$ cat config.mk
export PLATFORM = sky130hd
export DESIGN_NAME = hazard_ctrl
export DESIGN_NICKNAME = d
export VERILOG_FILES = /design/src/rtl/hazard_pkg.sv /design/src/rtl/hazard_fwd_sel.sv /design/src/rtl/hazard_ctrl.sv
export SDC_FILE = /design/constraint.sdc
export NUM_CORES = 1
export LEC_CHECK = 0
export ABC_AREA = 1
export BUFFER_PORTS_ARGS = -buffer_cell sky130_fd_sc_hd__buf_2
export CAP_MARGIN = 20
export CELL_PAD_IN_SITES_DETAIL_PLACEMENT = 0
export CELL_PAD_IN_SITES_GLOBAL_PLACEMENT = 1
export CORE_MARGIN = 10
export CORE_UTILIZATION = 34
export DETAILED_ROUTE_END_ITERATION = 6
export PLACE_DENSITY = 0.88
export SYNTH_ARGS = -nofsm -noshare
export SYNTH_HDL_FRONTEND = slang
export SYNTH_HIERARCHICAL = 1
export SYNTH_SLANG_ARGS = --single-unit
$ cat constraint.sdc
create_clock -name clk -period 2 [get_ports clk]
set_clock_uncertainty 0.05 [all_clocks]
set_input_delay 0.4 -clock clk [delete_from_list [all_inputs] [get_ports clk]]
set_output_delay 0.4 -clock clk [all_outputs]
set_load 0.01 [all_outputs]
$ cat src/rtl/hazard_pkg.sv
// Shared types for the pipeline hazard controller: forwarding selects,
// the memory-freeze FSM states and a helper for sizing the wait counter.
package hazard_pkg;

  typedef enum logic [1:0] {
    FWD_RF = 2'b00,
    FWD_W  = 2'b01,
    FWD_M  = 2'b10
  } fwd_sel_t;

  typedef enum logic {
    RUN     = 1'b0,
    MEMWAIT = 1'b1
  } hz_state_t;

  // Wait counter width is ceil(log2(latency)) with a floor of one bit so
  // the single-cycle memory configuration still has a legal register.
  function automatic int waitCntWidth(input int latency);
    return (latency > 1) ? $clog2(latency) : 1;
  endfunction

endpackage

$ cat src/rtl/hazard_fwd_sel.sv
// Forwarding comparator for one E-stage ALU operand. The M stage result is
// newer than the W stage result, so it wins; x0 is hardwired and never
// forwarded.
module fwd_sel
  import hazard_pkg::*;
#(
  parameter int REG_AW = 5
) (
  input  logic [REG_AW-1:0] rsE,
  input  logic [REG_AW-1:0] rdM,
  input  logic [REG_AW-1:0] rdW,
  input  logic              regwriteM,
  input  logic              regwriteW,
  output logic [1:0]        fwd
);

  fwd_sel_t sel;

  // Priority compare: M first, then W, otherwise the register file value.
  always_comb begin
    sel = FWD_RF;
    if (regwriteM && (rdM != '0) && (rdM == rsE)) begin
      sel = FWD_M;
    end else if (regwriteW && (rdW != '0) && (rdW == rsE)) begin
      sel = FWD_W;
    end
    fwd = sel;
  end

endmodule

$ cat src/rtl/hazard_ctrl.sv
// Hazard controller for the 5-stage core: operand forwarding, load-use
// stall, taken-branch flush, a whole-pipe freeze while a multi-cycle memory
// op sits in M, and saturating stall/flush performance counters.
module hazard_ctrl
  import hazard_pkg::*;
#(
  parameter int REG_AW      = 5,
  parameter int MEM_LATENCY = 1,
  parameter int CNT_W       = 32
) (
  input  logic              clk,
  input  logic              rst,
  input  logic [REG_AW-1:0] rs1D,
  input  logic [REG_AW-1:0] rs2D,
  input  logic [REG_AW-1:0] rs1E,
  input  logic [REG_AW-1:0] rs2E,
  input  logic [REG_AW-1:0] rdE,
  input  logic [REG_AW-1:0] rdM,
  input  logic [REG_AW-1:0] rdW,
  input  logic              regwriteE,
  input  logic              regwriteM,
  input  logic              regwriteW,
  input  logic              resultsrcE,
  input  logic              memopM,
  input  logic              pcsrcE,
  output logic              stallF,
  output logic              stallD,
  output logic              stallE,
  output logic              stallM,
  output logic              flushD,
  output logic              flushE,
  output logic              flushW,
  output logic [1:0]        fwdAE,
  output logic [1:0]        fwdBE,
  output logic [CNT_W-1:0]  stall_cnt,
  output logic [CNT_W-1:0]  flush_cnt
);

  localparam int CW          = waitCntWidth(MEM_LATENCY);
  localparam int WAIT_INIT_I = (MEM_LATENCY > 1) ? (MEM_LATENCY - 2) : 0;
  localparam logic [CW-1:0] WAIT_INIT = CW'(WAIT_INIT_I);

  hz_state_t        state;
  hz_state_t        stateNext;
  logic [CW-1:0]    waitCnt;
  logic [CW-1:0]    waitCntNext;
  logic             freeze;
  logic             loadUse;
  logic             branchFlush;
  logic             unusedRegwriteE;

  // regwriteE is part of the pipeline interface but no hazard depends on it.
  assign unusedRegwriteE = regwriteE;

  fwd_sel #(.REG_AW(REG_AW)) uFwdA (
    .rsE       (rs1E),
    .rdM       (rdM),
    .rdW       (rdW),
    .regwriteM (regwriteM),
    .regwriteW (regwriteW),
    .fwd       (fwdAE)
  );

  fwd_sel #(.REG_AW(REG_AW)) uFwdB (
    .rsE       (rs2E),
    .rdM       (rdM),
    .rdW       (rdW),
    .regwriteM (regwriteM),
    .regwriteW (regwriteW),
    .fwd       (fwdBE)
  );

  // Freeze FSM state and wait counter; reset abandons any op in M.
  always_ff @(posedge clk or posedge rst) begin
    if (rst) begin
      state   <= RUN;
      waitCnt <= '0;
    end else begin
      state   <= stateNext;
      waitCnt <= waitCntNext;
    end
  end

  // Freeze for MEM_LATENCY-1 cycles: the entry cycle plus WAIT_INIT more
  // counted cycles in MEMWAIT, then a release cycle in which M drains.
  always_comb begin
    stateNext   = state;
    waitCntNext = waitCnt;
    freeze      = 1'b0;
    case (state)
      RUN: begin
        if (memopM && (MEM_LATENCY > 1)) begin
          freeze      = 1'b1;
          stateNext   = MEMWAIT;
          waitCntNext = WAIT_INIT;
        end
      end
      MEMWAIT: begin
        if (waitCnt != '0) begin
          freeze      = 1'b1;
          waitCntNext = waitCnt - CW'(1);
        end else begin
          stateNext = RUN;
        end
      end
      default: begin
        stateNext = RUN;
      end
    endcase
    if (rst) begin
      freeze = 1'b0;
    end
  end

  // Stall/flush generation; a branch squashes the dependent instruction so
  // it overrides load-use, and both are held off while the pipe is frozen.
  always_comb begin
    loadUse     = resultsrcE && (rdE != '0) && ((rdE == rs1D) || (rdE == rs2D));
    branchFlush = pcsrcE && !freeze && !rst;
    stallF      = freeze || (loadUse && !pcsrcE && !freeze && !rst);
    stallD      = stallF;
    stallE      = freeze;
    stallM      = freeze;
    flushW      = freeze;
    flushD      = branchFlush;
    flushE      = !freeze && !rst && (pcsrcE || loadUse);
  end

  // Saturating performance counters for stall and branch-flush cycles.
  always_ff @(posedge clk or posedge rst) begin
    if (rst) begin
      stall_cnt <= '0;
      flush_cnt <= '0;
    end else begin
      if (stallF && (stall_cnt != '1)) begin
        stall_cnt <= stall_cnt + CNT_W'(1);
      end
      if (branchFlush && (flush_cnt != '1)) begin
        flush_cnt <= flush_cnt + CNT_W'(1);
      end
    end
  end

endmodule
Word-level counts from Yosys, hierarchy flattened
Cells that the tools add are included.

Logic and storage cells: 49. Input bits: 43. Bits in registers: 66. Output and inout port bits: 75.

Eq/ne operators: 8. Muxes and demuxes: 8. Reductions and logical operators: 26. Add/sub/neg operators: 3.

Operators by type and width (count): $add A32 B1 Y32 const B (2); $ne A32 B32 Y1 const B (2); $eq A5 B5 Y1 (6); $logic_and A1 B1 Y1 (17); $reduce_bool A5 Y1 (3); $mux W1 (6); $mux W2 (2); $logic_not A1 Y1 (3); $logic_or A1 B1 Y1 (3); $sub A1 B1 Y1 const B (1).

Depth between registers and ports, before layout
Gate-level depths: netlist of run 1.

Depth in word-level cells: 8. Gate-level depth with buffers: 12. Depth with buffers taken out: 11.

Cells and area by module
Netlist of run 1, hierarchy kept.

By module, submodules not included: hazard_ctrl (area an instance 4388.0 µm², cells an instance 669, instances 1); fwd_sel (area an instance 214.0 µm², cells an instance 50, instances 2).

Worst setup path after synthesis of run 1
Ideal clock, no wire load.

Kind: flip-flop to flip-flop. Start point: register flush_cnt[0]. End point: register flush_cnt[13]. Period minus slack after synthesis: 1.746 ns. Setup slack: 0.254 ns. Cell stages (with the launch flop): 13. Arrival time: 1.580 ns. Library setup time: 0.117 ns. Path through: dfrtp_1 -> ha_1 -> nand3_1 -> inv_1 -> nand2_1 -> nor2_1 -> nand2_1 -> nand2_2 -> inv_2 -> buf_2 -> nand2_1 -> nand2_1 -> nand2_1.

Longest elaborated chain between the ends: 2. Elaborated cells between the ends (all ways): 3.

RTL lines: start: declaration (RTL line hazard_ctrl.sv:36) `output logic [CNT_W-1:0] flush_cnt`; start signal: assignment (RTL line hazard_ctrl.sv:139) `flush_cnt <= flush_cnt + CNT_W'(1);`; parallel branches: the longest is 2 deep, another holds $add A32 B1 Y32.

Several ways; the timed one is not identified. A chain may end at the register's enable or synchronous reset.

Final worst setup path of run 1
Start point: input rdE[1]. End point: output stallD.

Longest elaborated chain between the ends: 7. Elaborated cells between the ends (all ways): 10.

RTL lines: start: declaration (RTL line hazard_ctrl.sv:17) `input logic [REG_AW-1:0] rdE,`; $eq A5 B5 Y1 or $reduce_bool A5 Y1 (tied branches) (RTL line hazard_ctrl.sv:118) `loadUse = resultsrcE && (rdE != '0) && ((rdE == rs1D) || (rdE == rs2D));`; $logic_or A1 B1 Y1 or $logic_and A1 B1 Y1 (tied branches) (RTL line hazard_ctrl.sv:118); $logic_and A1 B1 Y1 * (RTL line hazard_ctrl.sv:118); $logic_and A1 B1 Y1 * (3 in a row) (RTL line hazard_ctrl.sv:120) `stallF = freeze || (loadUse && !pcsrcE && !freeze && !rst);`; $logic_or A1 B1 Y1 * (RTL line hazard_ctrl.sv:120); end: declaration (RTL line hazard_ctrl.sv:27) `output logic stallD,`.

Every way passes the cells marked *; elsewhere a longest branch is shown, timed or not.

==> results.sh, run 1 <==
export IMPL_status="completed"
export IMPL_first_iter_violations=261
export IMPL_global_route_usage_total=0.145
export IMPL_nFillCells=1515
export IMPL_route_vias_total=4976
export IMPL_setup_violations=0
export IMPL_cts_sinks=64
export IMPL_num_rows=43
export IMPL_crit_family="simple AND/OR/NAND/NOR gates"
export IMPL_cts_buffer_depth=2
export IMPL_post_route_util=0.434
export IMPL_cp_depth=10
export IMPL_rsz0062_at_grt="false"
export IMPL_reg2reg_slack_ns=0.19
export IMPL_ir_drop_mv=0.449
export IMPL_synthCells=769
export IMPL_layout_commonest_cell="nand2_1"
export IMPL_ys_seq_elements=64
export IMPL_grt_ovfl_total=0
export IMPL_ys_seq_area_frac=0.333
export IMPL_wirelength_mm=14.7
export IMPL_layout_common_cells="nand2_1, buf_2, nor2_1"
export IMPL_ys_types=28
export IMPL_grt_pass1_wl_mm=23.8
export IMPL_coreArea_sq_um=13900
export IMPL_cp_num_buf_inv=4
export IMPL_pwr_density_cell_nw_per_um2=654
export IMPL_crit_fanout=4
export IMPL_io_pins=118
export IMPL_hold_class="in -> async"
export IMPL_nets=944
export IMPL_yosysTopAreaCell="dfrtp_1"
export IMPL_relSlewSlack=0.606
export IMPL_period_share=0.930
export IMPL_cts_root_buf="clkbuf_16"
export IMPL_drv_cap=0
export IMPL_place_hpwl_mm=11.3
export IMPL_final_antenna_net_count=0
export IMPL_die_width_um=139
export IMPL_layout_drive_gt1_share=0.202
export IMPL_clk_latency_ns=0.34
export IMPL_yosys_warnings=6
export IMPL_critPathKind="in -> out"
export IMPL_yosys_top_cells_area="dfrtp_1, nand2_1, nor2_1"
export IMPL_grt_max_degree=65
export IMPL_drc=0
export IMPL_crit_required_ns=1.55
export IMPL_syn_to_final_growth_pct=25.1
export IMPL_cp_data_arrival_time_ns=1.41
export IMPL_htree_levels=3
export IMPL_slowest_stage="nand2_2"
export IMPL_antenna_found_initial=0
export IMPL_start_util=0.347
export IMPL_power_leakage_nw=3.18
export IMPL_ctsHoldBuffers=0
export IMPL_start_kind="input pin"
export IMPL_end_kind="primary output"
export IMPL_final_max_slew_viol_count=0
export IMPL_synth_top_area_share=0.333
export IMPL_globalplace_congestion=0.912
export IMPL_portBuffers=112
export IMPL_grt_pass1_vias=4887
export IMPL_synth_area_sq_um=4820
export IMPL_setup_tns_ns=0
export IMPL_die_area_sq_um=19300
export IMPL_tightest_slew_ns=0.588
export IMPL_drt_pass1_iterations=4
export IMPL_max_clock_freq_mhz=538
export IMPL_slowest_delay_ns=0.19
export IMPL_finalHoldViolations=0
export IMPL_period_minus_slack_ns=1.86
export IMPL_cts_buffers=9
export IMPL_avgSynthCellArea_sq_um=6.26
export IMPL_die_h_um=139
export IMPL_cp_cell_sequence="buf_2, inv_1, nand2_1, nand2_1, nor2_1, nand3_1, nand2_2, nand3_2, inv_1, buf_2"
export IMPL_antenna_cells=0
export IMPL_reg2reg_depth=9
export IMPL_path_clk_slew_ns=0.06
export IMPL_vias_per_cell=4.59
export IMPL_cts_tree="done"
export IMPL_wl_per_cell_um=13.6
-- path summary, 6_finish.rpt --
kind	endpoint	startpoint
min in group clk	flush_cnt[16]	rst
max in group asynchronous	stall_cnt[23]	rst
worst min register to register	flush_cnt[27]	flush_cnt[27]
worst min-delay path	flush_cnt[21]	rst
worst max register to register	stall_cnt[5]	stall_cnt[0]
worst max-delay path	stallD	rdE[1]
-- final cells by class --
class                           instances  area, sq um  area share
Inverter                               78          297      0.0492
Timing Repair Buffer                  132          748       0.124
Tap cell                              180          225      0.0374
Multi-Input combinational cell        614         2830       0.469
Clock inverter                          6         91.3      0.0152
Sequential cell                        64         1600       0.266
Clock buffer                           10          239      0.0397
-- through the flow --
step | hold slack [ns] | power [mW] | area [sq um] | worst slack (ns) | cells
after floorplan | 0.481 | 1.91 | 4830 | 0.254 | 771
after global placement | 0.475 | 2.21 | 5670 | 0.0914 | 1067
after detailed placement | 0.488 | 2.22 | 5670 | 0.0481 | 1067
after CTS | 0.151 | 3.98 | 6000 | 0.0337 | 1083
after global routing | 0.141 | 4.15 | 6030 | 0.00723 | 1084
final | 0.101 | 3.94 | 6030 | 0.140 | 1084
-- routing by layer --
layer / global-route usage / part of all wire / vias to the layer above / wire, um
met1: 0.177 / 0.44 / 2238 / 6490
li1: - / - / 2607 / -
met2: 0.252 / 0.49 / 116 / 7240
met3: 0.0380 / 0.053 / 15 / 779
met4: 0.0291 / 0.013 / 0 / 193
met5: 0 / 0 / - / 0
-- report_power, final --
| group | switching (mW) | total, mW | leakage, nW | internal (mW) |
|---|---|---|---|---|
| clock network | 0.621 | 1.75 | 0.151 | 1.13 |
| logic | 0.421 | 0.688 | 2.16 | 0.267 |
| registers | 0.110 | 1.50 | 0.867 | 1.39 |
-- kinds of logic (layout without fill, tap and decap cells) --
kind of cell,Yosys count,after routing,share of synthesized area
and+or+nand+nor,535,536,0.465
adders and majority gates,2,2,0.00520
xor gates and xnor gates,42,42,0.0764
DFF,64,64,0.333
buffers and inverters,94,226,0.0873
other,1,3,0.000779
AOI/OAI and AO/OA,31,31,0.0333
-- worst register-to-register path, stage by stage, from the launching register on --
cell and delay, ns:
dfrtp_1 0.35, ha_1 0.27, nand3_4 0.15, nor2_4 0.20, nand4_1 0.13, nor3_2 0.17, nor2_2 0.08, buf_12 0.17
nand2_1 0.08, nand2_1 0.05
-- registers in the layout, indices dropped and copies added (netlist names) --
register and cells:
flush_cnt 32, stall_cnt 32
-- repair_timing --
| item | CTS | global route |
|---|---|---|
| setup endpoints to repair | 0 | 32 |
| buffers inserted | 0 | 0 |
| gates resized for setup | 0 | 2 |
-- synthesized netlist by cell type --
cell        n
a21boi_0    2
a21oi_1     3
buf_2       6
buf_4       4
buf_6       6
conb_1      1
dfrtp_1    64
ha_1        2
inv_1      70
inv_2       8
nand2_1   353
nand2_2    10
nand3_1    27
nand3_2     2
nand3_4     1
nand3b_1   11
nand4_1     5
nand4_4     1
nor2_1     93
nor2_2      6
nor2_4      2
nor3_1     21
nor3_2      2
nor3b_1     1
o21ai_0    16
o21ai_1    10
xnor2_1    18
xor2_1     24
Note: power is estimated with default switching activity, not from simulation.
==> inputs of run 2 (changes only) <==
--- a/config.mk
+++ b/config.mk
@@ -14,6 +14,7 @@
 export CORE_UTILIZATION = 34
 export DETAILED_ROUTE_END_ITERATION = 6
 export PLACE_DENSITY = 0.88
+export RECOVER_POWER = 50
 export SYNTH_ARGS = -nofsm -noshare
 export SYNTH_HDL_FRONTEND = slang
 export SYNTH_HIERARCHICAL = 1
==> run 2 against run 1 <==
  * Sequential share of layout area is 0.27 points higher
  * Combinational power fell by 3.9%
  * Count of clock-buffer cells in the layout unchanged
  * Flip-flop and latch count is the same
  * Final cell count stayed put
  * Cell area fell by 1.0%
  * Register-to-register slack got worse by 0.02 ns
  * First-iteration DRC count rose by 5.0%
  * Worst hold slack gained 0.37 ns
  * Non-clock buffer count unchanged
  * Global-route usage unchanged
  * Largest cell class unchanged
  * Highest routed layer unchanged
==> results.sh, run 2 (same netlist as run 1, synthesis figures left out) <==
export IMPL_status="completed"
export IMPL_cts_resized=0
export IMPL_cp_num_buf_inv=3
export IMPL_htree_levels=3
export IMPL_drt_pass1_iterations=5
export IMPL_crit_family="simple AND/OR/NAND/NOR gates"
export IMPL_die_h_um=139
export IMPL_setup_tns_ns=0
export IMPL_globalplace_congestion=0.912
export IMPL_place_hpwl_mm=11.3
export IMPL_wl_per_cell_um=13.6
export IMPL_period_share=0.933
export IMPL_die_area_sq_um=19300
export IMPL_max_clock_freq_mhz=536
export IMPL_crit_required_ns=1.55
export IMPL_syn_to_final_growth_pct=23.9
export IMPL_drv_cap=0
export IMPL_period_minus_slack_ns=1.87
export IMPL_start_util=0.347
export IMPL_tightest_slew_ns=1.48
export IMPL_io_pins=118
export IMPL_clk_latency_ns=0.33
export IMPL_cts_setup_buffers=0
export IMPL_holdPathStages=5
export IMPL_start_kind="input pin"
export IMPL_ctsHoldBuffers=0
export IMPL_final_max_slew_viol_count=0
export IMPL_cp_depth=5
export IMPL_ir_drop_mv=0.447
export IMPL_global_route_usage_total=0.145
export IMPL_nets=944
export IMPL_die_width_um=139
export IMPL_whs_ns=0.473
export IMPL_grt_pass1_wl_mm=23.8
export IMPL_final_antenna_net_count=0
export IMPL_grt_max_degree=65
export IMPL_relSlewSlack=0.0118
export IMPL_path_clk_slew_ns=0.06
export IMPL_layout_commonest_cell="nand2_1"
export IMPL_power_leakage_nw=3.03
export IMPL_cp_data_arrival_time_ns=1.42
export IMPL_cts_buffer_depth=2
export IMPL_rsz0062_at_grt="false"
export IMPL_layout_common_cells="nand2_1, nor2_1, buf_2"
export IMPL_critPathKind="in -> out"
export IMPL_cts_buffers=9
export IMPL_portBuffers=112
export IMPL_coreArea_sq_um=13900
export IMPL_layout_drive_gt1_share=0.163
export IMPL_first_iter_violations=274
export IMPL_nFillCells=1533
export IMPL_wirelength_mm=14.7
export IMPL_slowest_delay_ns=0.47
export IMPL_num_rows=43
export IMPL_grt_ovfl_total=0
export IMPL_largestRegisters="flush_cnt: 32 flops, stall_cnt: 32 flops"
export IMPL_crit_fanout=4
export IMPL_antenna_found_initial=0
export IMPL_route_vias_total=5000
export IMPL_vias_per_cell=4.61
export IMPL_reg2reg_depth=9
export IMPL_finalHoldViolations=0
export IMPL_antenna_cells=0
export IMPL_pwr_density_cell_nw_per_um2=656
export IMPL_setup_violations=0
export IMPL_drc=0
export IMPL_cts_root_buf="clkbuf_16"
export IMPL_grt_pass1_vias=4887
export IMPL_end_kind="primary output"
export IMPL_cts_sinks=64
export IMPL_cts_tree="done"
export IMPL_slowest_stage="nor2_1"
export IMPL_hold_class="in -> reg"
export IMPL_cp_cell_sequence="clkbuf_1, nor2_1, nand3_2, inv_1, buf_2"
run 2: cell type report:
| cell class | instances | area [sq um] | share of cell area |
|---|---|---|---|
| Clock buffer | 10 | 239 | 0.0401 |
| Tap cell | 180 | 225 | 0.0377 |
| Inverter | 78 | 297 | 0.0497 |
| Multi-Input combinational cell | 614 | 2830 | 0.473 |
| Clock inverter | 6 | 91.3 | 0.0153 |
| Timing Repair Buffer | 132 | 688 | 0.115 |
| Sequential cell | 64 | 1600 | 0.268 |
run 2: layer usage:
layer	wire length [um]	up-vias	GRT usage
li1	-	2609	-
met1	6550	2263	0.177
met2	7240	113	0.252
met3	725	15	0.0380
met4	191	0	0.0291
met5	0	-	0
run 2: tightest hold or removal path, stage by stage:
cell	delay [ns]
buf_2	0.10
inv_1	0.06
nor2_1	0.09
nand3_1	0.11
xor2_1	0.06
run 2: report_power, final:
group,internal (mW),leakage (nW),switching [mW]
logic,0.240,2.02,0.421
clock network,1.13,0.151,0.619
registers,1.39,0.867,0.113
run 2: final timing paths:
path	from	endpoint	slack [ns]
worst min register to register	flush_cnt[18]	flush_cnt[18]	0.50
max in group asynchronous	rst	stall_cnt[23]	0.40
min in group asynchronous	rst	flush_cnt[21]	0.57
worst min-delay path	pcsrcE	flush_cnt[16]	0.47
worst max-delay path	rst	stallD	0.13
worst max register to register	stall_cnt[0]	stall_cnt[25]	0.17
run 2: per-stage QoR:
stage / total power, mW / util / cell area [sq um] / instances / setup WS, ns
6_report: 3.92 / 0.430 / 5970 / 1084 / 0.134
3_3_place_gp: 2.21 / 0.409 / 5670 / 1067 / 0.0914
5_1_grt: 4.12 / 0.430 / 5970 / 1084 / 0.00597
2_1_floorplan: 1.91 / - / 4830 / 771 / 0.254
3_5_place_dp: 2.22 / 0.409 / 5670 / 1067 / 0.0481
4_1_cts: 3.98 / 0.432 / 6000 / 1083 / 0.0337
==> inputs of run 3 (changes only) <==
--- a/config.mk
+++ b/config.mk
@@ -5,15 +5,14 @@
 export SDC_FILE = /design/constraint.sdc
 export NUM_CORES = 1
 export LEC_CHECK = 0
-export ABC_AREA = 1
 export BUFFER_PORTS_ARGS = -buffer_cell sky130_fd_sc_hd__buf_2
 export CAP_MARGIN = 20
 export CELL_PAD_IN_SITES_DETAIL_PLACEMENT = 0
 export CELL_PAD_IN_SITES_GLOBAL_PLACEMENT = 1
 export CORE_MARGIN = 10
-export CORE_UTILIZATION = 34
+export CORE_UTILIZATION = 35
 export DETAILED_ROUTE_END_ITERATION = 6
-export PLACE_DENSITY = 0.88
+export PLACE_DENSITY = 0.87
 export RECOVER_POWER = 50
 export SYNTH_ARGS = -nofsm -noshare
 export SYNTH_HDL_FRONTEND = slang
==> run 3 against run 2 <==
  * The run now ends with negative setup slack left
  * Sequential power down 6%
  * Via count down 33%
  * Die area down 24%
  * Largest power group is now sequential cells
  * Sequential share of layout area up 4.4 points
  * Critical path depth up 2
  * Power down 20%
  * Worst setup slack worse by 0.18 ns
  * Global-route usage down 0.52 points
  * Non-clock buffer count up 45
  * Critical endpoint unchanged
  * Combinational power down 11%
  * Count of clock-buffer cells in the layout up 3
==> results.sh, run 3 <==
export IMPL_grt_pass1_vias=3370
export IMPL_setup_violations=3
export IMPL_combinationalPowerShare=0.188
export IMPL_ir_drop_mv=0.582
export IMPL_cts_sinks=64
export IMPL_setup_slack_ns=-0.0491
export IMPL_ys_seq_elements=64
export IMPL_max_clock_freq_mhz=488
export IMPL_violations="negative setup slack"
export IMPL_place_area_sq_um=4650
export IMPL_grt_max_degree=65
export IMPL_antenna_found_initial=0
export IMPL_synth_top_area_share=0.447
export IMPL_status="complete, but fails checks"
export IMPL_synth_flop_cell="dfrtp_1"
export IMPL_yosys_top_cells_area="dfrtp_1, xnor2_1, xor2_1"
export IMPL_path_clk_slew_ns=0.07
export IMPL_antenna_cells=0
export IMPL_power_frac_seq=0.452
export IMPL_syn_to_final_growth_pct=42.9
export IMPL_crit_required_ns=1.55
export IMPL_wl_per_cell_um=15.6
export IMPL_period_share=1.02
export IMPL_synth_area_sq_um=3580
export IMPL_htree_levels=3
export IMPL_layout_commonest_cell="buf_2"
export IMPL_end_kind="primary output"
export IMPL_io_pins=118
export IMPL_cts_buffers=9
export IMPL_route_vias_total=3329
export IMPL_num_rows=36
export IMPL_cts_buffer_depth=2
export IMPL_largestRegisters="flush_cnt: 32 flops, stall_cnt: 32 flops"
export IMPL_place_ws_ns=-0.195
export IMPL_crit_fanout=3
export IMPL_portBuffers=112
export IMPL_slowest_delay_ns=0.51
export IMPL_final_max_slew_viol_count=0
export IMPL_drc=0
export IMPL_yosys_warnings=6
export IMPL_finalHoldViolations=0
export IMPL_power_leakage_nw=2.65
export IMPL_multiInputGateArea_sq_um=2020
export IMPL_hold_class="reg -> reg"
export IMPL_drv_cap=0
export IMPL_final_antenna_net_count=0
export IMPL_layout_drive_gt1_share=0.431
export IMPL_whs_ns=0.436
export IMPL_drt_pass1_iterations=4
export IMPL_p_int_mw=2.29
export IMPL_synth_common_cells="dfrtp_1, xnor2_1, nand2_1"
export IMPL_globalplace_congestion=0.868
export IMPL_slowest_stage="or4_4"
export IMPL_cts_root_buf="clkbuf_8"
export IMPL_wirelength_mm=10.5
export IMPL_grt_ovfl_total=0
export IMPL_grt_pass1_wl_mm=16.9
export IMPL_cp_data_arrival_time_ns=1.60
export IMPL_clkPwrFrac=0.361
export IMPL_nFillCells=913
export IMPL_async_flop_share=1.00
export IMPL_switchingPower_mw=0.850
export IMPL_layout_common_cells="buf_2, dfrtp_1, buf_4"
export IMPL_crit_path_frequent_cell="buf_6"
export IMPL_place_hpwl_mm=7.91
export IMPL_synth_edf_count=0
export IMPL_yosysTopAreaCell="dfrtp_1"
export IMPL_die_h_um=121
export IMPL_postLayoutCellArea_sq_um=5120
export IMPL_synthCells=353
export IMPL_start_kind="input pin"
export IMPL_coreArea_sq_um=9860
export IMPL_pwr_density_cell_nw_per_um2=612
export IMPL_cts_tree="done"
export IMPL_ys_types=41
export IMPL_period_minus_slack_ns=2.05
export IMPL_sw_frac_of_total=0.271
export IMPL_nets=580
export IMPL_tightest_slew_ns=1.45
export IMPL_vias_per_cell=4.95
export IMPL_synth_most_common_cell="dfrtp_1"
export IMPL_critPathKind="in -> out"
export IMPL_ff_latch_area_sq_um=1600
export IMPL_relSlewSlack=0.0320
export IMPL_global_route_usage_total=0.140
export IMPL_rsz0062_at_grt="true"
export IMPL_avgSynthCellArea_sq_um=10.1
export IMPL_die_area_sq_um=14700
export IMPL_die_width_um=121
export IMPL_ys_seq_area_frac=0.447
export IMPL_cp_cell_sequence="buf_6, or4_4, o21a_1, and3_4, nand2_4, inv_6, buf_6"
export IMPL_clk_latency_ns=0.33
export IMPL_start_util=0.363
export IMPL_first_iter_violations=140
export IMPL_post_route_util=0.519
[run 3: final timing paths]
| kind | slack [ns] | end | startpoint | depth (start not counted) |
|---|---|---|---|---|
| max | -0.05 | stallD | rdE[3] | 7 |
| min | 0.44 | stall_cnt[19] | stall_cnt[19] | 1 |
| max reg2reg | 0.12 | stall_cnt[27] | stall_cnt[0] | 7 |
| min reg2reg | 0.44 | stall_cnt[19] | stall_cnt[19] | 1 |
| max in group asynchronous | 0.30 | stall_cnt[27] | rst | 4 |
| min in group asynchronous | 0.69 | stall_cnt[13] | rst | 4 |
[run 3: what timing repair did]
item | CTS | global route
cloned | 0 | 0
hold buffers | 0 | 0
buffers inserted | 7 | 10
gates resized for setup | 7 | 19
pin swaps | 6 | 16
endpoints found under the setup margin | 3 | 37
[run 3: metrics by stage]
| stage | setup TNS, ns | power (mW) | instances |
|---|---|---|---|
| 6_report | -0.142 | 3.14 | 673 |
| 2_1_floorplan | -7.99 | 1.71 | 355 |
| 3_5_place_dp | -2.79 | 2.00 | 640 |
| 5_1_grt | -0.282 | 3.32 | 673 |
| 3_3_place_gp | -2.16 | 1.98 | 640 |
| 4_1_cts | -0.191 | 3.16 | 663 |
[run 3: cells by family after synthesis]
group / synth area share
flops: 0.447
mux: 0.00629
compound gates: 0.0318
xor+xnor: 0.215
buf+inv: 0.0227
simple gates: 0.269
other cells: 0.00105
fa+ha+maj: 0.00698
[run 3: per-layer routing]
metal | GRT usage | part of all wire | vias to the layer above
li1 | - | - | 1591
met1 | 0.174 | 0.43 | 1623
met2 | 0.232 | 0.49 | 102
met3 | 0.0405 | 0.067 | 13
met4 | 0.0395 | 0.0088 | 0
met5 | 0 | 0 | -
[run 3: final cells by class]
type | instances | area share
tap | 133 | 0.0325
clock inverter | 3 | 0.00782
sequential | 64 | 0.313
timing repair buffer | 177 | 0.214
inverter | 7 | 0.00684
multi-input combinational | 276 | 0.395
clock buffer | 13 | 0.0310
[run 3: worst max-delay path: cells and delay by family]
| family | cells | cell delay (ns) |
|---|---|---|
| compound gates | 1 | 0.20 |
| simple gates | 3 | 0.75 |
| buf+inv | 3 | 0.25 |
[run 3: power groups by stage]
stage                     Clock [mW]  Combinational (mW)  Sequential, mW
after CTS                       1.17               0.570            1.42
after floorplan                    0               0.212            1.50
final                           1.13               0.589            1.42
after global placement             0               0.548            1.43
after global routing            1.24               0.648            1.43
after detailed placement           0               0.559            1.44
